==> config.mk <==
export PLATFORM = sky130hd
export DESIGN_NAME = regfile_write_scheduler
export DESIGN_NICKNAME = d
export VERILOG_FILES = /design/src/rtl/regfile_write_scheduler.sv
export SDC_FILE = /design/constraint.sdc
export NUM_CORES = 1
export LEC_CHECK = 0
export ABC_AREA = 1
export CORE_MARGIN = 1.5
export CORE_UTILIZATION = 45
export CTS_CLUSTER_SIZE = 12
export DETAILED_ROUTE_END_ITERATION = 8
export DONT_BUFFER_PORTS = 1
export PLACE_DENSITY = 0.67
export SETUP_SLACK_MARGIN = 0.05
export SLEW_MARGIN = 10
export SYNTH_ARGS = -nofsm -noshare
export SYNTH_HDL_FRONTEND = slang
export SYNTH_SLANG_ARGS = --single-unit
==> constraint.sdc <==
create_clock -name clock -period 1.85 [get_ports clock]
set_clock_uncertainty 0.1 [all_clocks]
set_input_delay 0.555 -clock clock [delete_from_list [all_inputs] [get_ports clock]]
set_output_delay 0.555 -clock clock [all_outputs]
set_load 0.005 [all_outputs]
==> src/rtl/regfile_write_scheduler.sv <==
// Write-port owner for the general-purpose register file.
// Zero-fills registers 1..NUM_REGS-1 after reset, then arbitrates the single
// write port between two valid/ready requesters with round-robin priority.
// Write outputs are registered so they settle before the register file's
// negedge write.
module regfile_write_scheduler #(
   parameter int unsigned DATA_WIDTH     = 32,
   parameter int unsigned ADDR_WIDTH     = 5,
   parameter int unsigned NUM_REGS       = 32,
   parameter bit          CLEAR_ON_RESET = 1'b1
) (
   input  logic                  clock,
   input  logic                  reset,
   input  logic                  a_valid,
   input  logic [ADDR_WIDTH-1:0] a_address,
   input  logic [DATA_WIDTH-1:0] a_data,
   output logic                  a_ready,
   input  logic                  b_valid,
   input  logic [ADDR_WIDTH-1:0] b_address,
   input  logic [DATA_WIDTH-1:0] b_data,
   output logic                  b_ready,
   output logic                  write_enable,
   output logic [ADDR_WIDTH-1:0] write_address,
   output logic [DATA_WIDTH-1:0] write_data,
   output logic                  clearing
);

   typedef enum logic {
      S_CLEAR,
      S_RUN
   } state_t;

   localparam state_t                RESET_STATE = CLEAR_ON_RESET ? S_CLEAR : S_RUN;
   localparam logic [ADDR_WIDTH-1:0] LAST_ADDR   = ADDR_WIDTH'(NUM_REGS - 1);

   state_t                state;
   state_t                state_next;
   logic [ADDR_WIDTH-1:0] clear_count;
   logic                  last_grant_b;
   logic                  grant_a;
   logic                  grant_b;

   // State register
   always_ff @(posedge clock or posedge reset) begin
      if (reset) begin
         state <= RESET_STATE;
      end else begin
         state <= state_next;
      end
   end

   // Next state: leave the fill once the last register address has been issued
   always_comb begin
      state_next = state;
      if (state == S_CLEAR && clear_count == LAST_ADDR) begin
         state_next = S_RUN;
      end
   end

   // Round-robin grant; the port that did not win last time wins a contention.
   // Gated by reset so an in-flight handshake is voided asynchronously even
   // when the reset state is RUN.
   always_comb begin
      grant_a = 1'b0;
      grant_b = 1'b0;
      if (state == S_RUN && !reset) begin
         if (a_valid && (!b_valid || last_grant_b)) begin
            grant_a = 1'b1;
         end else if (b_valid) begin
            grant_b = 1'b1;
         end
      end
   end

   // Handshake and status outputs
   always_comb begin
      a_ready  = grant_a;
      b_ready  = grant_b;
      clearing = (state == S_CLEAR);
   end

   // Registered write port, fill counter and arbitration history
   always_ff @(posedge clock or posedge reset) begin
      if (reset) begin
         clear_count   <= ADDR_WIDTH'(1);
         last_grant_b  <= 1'b1;
         write_enable  <= 1'b0;
         write_address <= '0;
         write_data    <= '0;
      end else begin
         case (state)
            S_CLEAR: begin
               write_enable  <= 1'b1;
               write_address <= clear_count;
               write_data    <= '0;
               clear_count   <= clear_count + ADDR_WIDTH'(1);
            end
            S_RUN: begin
               // Address 0 is accepted but never written
               if (grant_a) begin
                  write_enable  <= (a_address != '0);
                  write_address <= a_address;
                  write_data    <= a_data;
                  last_grant_b  <= 1'b0;
               end else if (grant_b) begin
                  write_enable  <= (b_address != '0);
                  write_address <= b_address;
                  write_data    <= b_data;
                  last_grant_b  <= 1'b1;
               end else begin
                  write_enable  <= 1'b0;
               end
            end
            default: begin
               write_enable  <= 1'b0;
            end
         endcase
      end
   end

endmodule

==> results.toml, run 1 <==
[placed_design]
placed_cell_area_mm2 = 0.002201
gp_congestion = 0.9079
dp_hpwl_um = 3621
portBuffers = 0
place_ws_ns = 0.1616

[clock_network]
cts_made_buffers = 5
clock_latency_ns = 0.29
cts_tree = "built"
h-tree-depth = 2
root_buffer = "clkbuf_8"
clk_pin_slew_ns = 0.08
clk_path_buf_depth = 2
clkSinkCount = 45

[timing]
worstMarginPinSlew_ns = 0.5386
setup_tns_ns = 0
maxSlewViolCount = 0
finalHoldViolCount = 0
min_period_ns = 1.801
slew-limit-headroom_pct = 64.04
holdWs_ns = 0.2877
finalWorstSetupSlack_ns = 0.04888
max_clock_freq_mhz = 555.2
setup_violations = 0
grt_setup_unrepaired = "true"
period_share_pct = 97.36

[synthesis]
syn_nets = 344
synthDistinctLibCells = 20
yosysSeqAreaShare_pct = 53.06
syn_area_mm2 = 0.002127
yosys.area.top_type = "dfrtp_1"
post-synth-top-area-fraction_pct = 50.59
synth_top_cells_by_area = "dfrtp_1 (51%), nand2_1 (22%), nand3_1 (8.9%)"
synthCells = 264
ys.warnings.count = 0
syn_avg_cell_area_um2 = 8.057
ys_seq_elements = 45

[setup_path]
worst_r2r_startpoint = "last_grant_b"
required_ns = 1.19
endpoint = "b_ready"
reg2reg_to = "write_data[31]"
cp.arrival_ns = 1.15
cp-start-kind = "flop"
r2r_slack_ns = 0.19
worstSetupStartpoint = "last_grant_b"
reg2regPathDepth = 10
critPathKind = "flop to output port"
critPathMaxFanout = 4
critPathCaptureType = "output port"

[detailed_routing]
drc = 11
detail-route-antenna-nets = 0
dr.pass1.iters = 6
wl_per_cell_um = 14.69
via_per_inst = 5.426
wirelength_um = 4862
via_count = 1796
first_iter_violations = 90

[pwr]
ir_drop_mv = 0.5085
p_per_area_mw_per_mm2 = 953.0
leakagePower_nw = 1.242

[grt]
overflow = 0
grt_pass1_vias = 1687
grt_max_degree = 34
grt_pass1_wl_um = 7762
antenna_found_initial = 0
grt_usage_pct = 19.40

[run]
maxCapViolations = 0

[final_layout]
syn_to_final_growth_pct = 14.06
fill_cells = 431
multi_input_area_um2 = 914.6
nets = 358
ff_latch_area_mm2 = 0.001129
final_cell_area_mm2 = 0.002426
drive_above_1_share_pct = 15.05
antennaDiodeCount = 0

[die]
rows = 24
start_util_pct = 47.86
dieArea_mm2 = 0.005148
core_area_mm2 = 0.004444
die_x_um = 71.75
ios = 119
die_h_um = 71.75

[min_path]
hp-class = "input pin to flop"

[run_status]
violations = "DRC"
status = "complete, but fails checks"
placed cells by master, fill, tap and decap left out, drive strengths merged:
cell type | netlist | final
nand2 | 129 | 129
dfrtp | 43 | 43
nand3 | 40 | 40
buf | 11 | 18
nand4 | 12 | 12
inv | 10 | 10
clkbuf | 1 | 7
nor2 | 6 | 6
o21ai | 3 | 3
or2 | 2 | 2
xor2 | 2 | 2
ha | 2 | 2
dfstp | 2 | 2
and3 | 1 | 1
bufinv | 0 | 1
dlygate4sd3 | 0 | 1
cell usage after synthesis:
master / count
o21ai_1: 1
inv_1: 6
ha_1: 2
xor2_1: 2
nand3_2: 2
or2_2: 2
o21ai_0: 2
dfrtp_1: 43
nor2_8: 1
nand4_1: 12
buf_4: 5
nand2_1: 127
nand2_2: 2
clkbuf_1: 1
nor2_1: 5
buf_2: 6
dfstp_2: 2
inv_2: 4
and3_1: 1
nand3_1: 38
cell type report:
cell class              instances  share of cell area [%]
well taps                      52                   2.682
multi-input cells             197                   37.70
inverters                      10                   1.650
clock inverters                 1                   1.238
flip-flops and latches         45                   46.52
clock buffers                   7                   3.559
repair buffers                 19                   6.653
flip-flops by register name (all words and copies together), names as in the netlist:
register       cells
last_grant_b       1
state              1
clear_count        5
write_enable       1
write_data        32
write_address      5
power breakdown:
group	internal [mW]	total, mW	switching (mW)	leakage (nW)
logic	0.133	0.321	0.188	0.626
registers	1.13	1.24	0.115	0.557
clock network	0.440	0.750	0.310	0.0585
total	1.70	2.31	0.612	1.24
worst max-delay path, stage by stage (launching register included):
cell and delay, ns:
dfstp_2 0.54, inv_2 0.05, nand2_4 0.09, nand2_4 0.06
nand3_2 0.06, inv_2 0.06
through the flow:
step / total power, mW / std cells / utilization [%]
after floorplan: 1.457 / 264 / -
after global placement: 1.534 / 313 / 49.52
after detailed placement: 1.546 / 313 / 49.52
after CTS: 2.335 / 330 / 54.22
after global routing: 2.442 / 331 / 54.59
final: 2.312 / 331 / 54.59
cells by family after synthesis:
family / count (synthesis) / share of synthesized area [%]
compound gates: 3 / 0.7057
buf+inv: 22 / 5.117
simple gates: 190 / 39.12
xor+xnor: 2 / 0.8237
flops: 45 / 53.06
fa+ha+maj: 2 / 1.176
layer usage:
| layer | share of wire (%) | track usage [%] |
|---|---|---|
| met1 | 41 | 23.55 |
| met3 | 11 | 7.314 |
| met2 | 46 | 31.79 |
| met4 | 1.6 | 6.709 |
| met5 | 0 | 0 |
worst min path at each step:
stage	from	slack (ns)	end	depth (start not counted)
final	a_address[4]	0.29	write_enable	2
after global routing	b_data[4]	0.28	write_data[4]	2
after CTS	a_address[4]	0.28	write_enable	2
after detailed placement	reset	0.26	write_address[1]	1
after global placement	reset	0.27	clear_count[2]	1
after floorplan	clear_count[0]	0.36	clear_count[0]	2
repair_timing:
item                                    4_1_cts  5_1_grt
pin swaps                                     3        5
endpoints found under the setup margin        2        3
hold endpoints to repair                      5        0
hold buffers                                  1        0
gates resized for setup                       6        2
setup buffers                                 8        2
(Power assumes the default switching activity.)
==> run 2: changes to the inputs <==
- CORE_UTILIZATION: 45 -> 60
- PLACE_DENSITY: 0.67 -> 0.83
==> run 2 against run 1 <==
Compared with the run above: the run now ends clean; largest cell class unchanged; global-route usage grew 4.9 points; sequential cell count is the same; first-iteration DRC count shrank 17%; critical endpoint is now a_ready; count of clock-buffer cells in the layout shrank 1; via count shrank 3.5%; maximum frequency shrank 1.7%; sequential share of layout area grew 2.7 points; critical path depth shrank 1; power shrank 14%; cell count shrank 4.5%; sequential power is essentially flat.
==> results.toml, run 2 (synthesized netlist as in run 1, its figures left out) <==
[final_layout]
largest_reg_flops = 32
final_common_cell = "nand2_1"
antennaDiodeCount = 0
drive_above_1_share_pct = 12.59
fin_cells = 316
fill_cells = 295
most-common-layout-cells = "nand2_1 (126), dfrtp_1 (43), nand3_1 (37)"
syn_to_final_growth_pct = 7.765
reg.largest.list = "write_data (32), clear_count (5), write_address (5)"
top_register = "write_data"
nets = 350

[timing]
setup_violations = 0
max_clock_freq_mhz = 545.5
slew-limit-headroom_pct = 64.81
period_share_pct = 99.08
maxSlewViolCount = 0
finalHoldViolCount = 0
worstMarginPinSlew_ns = 0.5270
holdWs_ns = 0.2376
min_period_ns = 1.833
finalWorstSetupSlack_ns = 0.01695
setup_tns_ns = 0
grt_setup_unrepaired = "true"

[die]
die_h_um = 62.54
core_area_mm2 = 0.003363
dieArea_mm2 = 0.003911
start_util_pct = 63.24
rows = 21
die_x_um = 62.54
ios = 119

[pwr]
finalPower_mw = 1.990
p_per_area_mw_per_mm2 = 868.1
leakagePower_nw = 1.172
ir_drop_mv = 0.6168

[clock_network]
h-tree-depth = 2
cts_tree = "built"
root_buffer = "clkbuf_4"
cts_made_buffers = 5
clk_pin_slew_ns = 0.12
clk_path_buf_depth = 2
clkSinkCount = 45
clock_latency_ns = 0.34

[placed_design]
place_ws_ns = 0.1757
gp_congestion = 0.8493
dp_hpwl_um = 3395
placedCellCount = 306
portBuffers = 0

[detailed_routing]
via_per_inst = 5.484
first_iter_violations = 75
detail-route-antenna-nets = 0
drc = 0
dr.pass1.iters = 4
wirelength_um = 4487
via_count = 1733
wl_per_cell_um = 14.20

[setup_path]
critPathKind = "flop to output port"
critPathCaptureType = "output port"
cp.arrival_ns = 1.18
required_ns = 1.19
cp-start-kind = "flop"
reg2regPathDepth = 8
critPathMaxFanout = 6

[grt]
overflow = 0
busiest_layer = "met2"
grt_pass1_vias = 1721
grt_usage_pct = 24.27
use_met1_pct = 27.73
grt_max_degree = 34
antenna_found_initial = 0
grtUsageMet2_pct = 42.61
use_met3_pct = 6.486
grt_pass1_wl_um = 7486

[run]
maxCapViolations = 0

[run_status]
status = "completed"

[min_path]
worstHoldPathCells = 2
hp-class = "input pin to flop"
[run 2: cell count changes in the layout (fill, tap and decap cells not counted)]
cell        delta
clkbuf_1       -1
clkbuf_4       +5
buf_4          -7
clkbuf_8       -5
nand2_4        -1
nand2_2        +1
bufinv_16      -1
buf_6          -1
clkinvlp_4     +1
[run 2: path summary, 6_finish.rpt]
path / from / endpoint / slack, ns
max in group asynchronous: reset / clear_count[0] / 0.57
worst min register to register: clear_count[0] / clear_count[0] / 0.41
worst min-delay path: b_data[4] / write_data[4] / 0.24
worst max register to register: last_grant_b / write_data[28] / 0.25
worst max-delay path: last_grant_b / a_ready / 0.02
min in group asynchronous: reset / write_data[27] / 0.54
[run 2: area by class of cell]
class / instances / area [um2] / share of cell area [%]
inverter: 10 / 40.04 / 1.747
multi-input combinational: 197 / 909.6 / 39.68
timing repair buffer: 11 / 97.59 / 4.258
tap: 46 / 57.56 / 2.511
clock buffer: 6 / 51.30 / 2.238
sequential: 45 / 1129 / 49.24
clock inverter: 1 / 7.507 / 0.3275
[run 2: per-layer routing]
metal / share of wire [%] / routed length (um)
met3: 7.6 / 341
met1: 39 / 1734
met4: 1.9 / 87
met2: 52 / 2324
met5: 0 / 0
[run 2: power by group]
| group | internal (mW) | leakage, nW | switching [mW] |
|---|---|---|---|
| clock network | 0.178 | 0.0303 | 0.282 |
| registers | 1.13 | 0.557 | 0.112 |
| logic | 0.113 | 0.585 | 0.178 |
| total | 1.42 | 1.17 | 0.573 |
[run 2: worst max-delay path, cell delays in order, from the launching register on]
cell,delay (ns)
dfstp_2,0.56
inv_2,0.04
nand2_4,0.07
nand3_4,0.08
inv_4,0.09
[run 2: stage by stage]
step | area, um2 | util, %
after floorplan | 2127 | -
after global placement | 2186 | 64.99
after detailed placement | 2186 | 64.99
after CTS | 2292 | 68.15
after global routing | 2292 | 68.15
final | 2292 | 68.15
[run 2: what timing repair did]
item | CTS | global route
pin swaps | 2 | 2
resized for setup | 6 | 0
gates cloned | 0 | 0
setup endpoints to repair | 2 | 2
hold buffers | 1 | 0
setup buffers | 2 | 0
hold endpoints to repair | 15 | 0
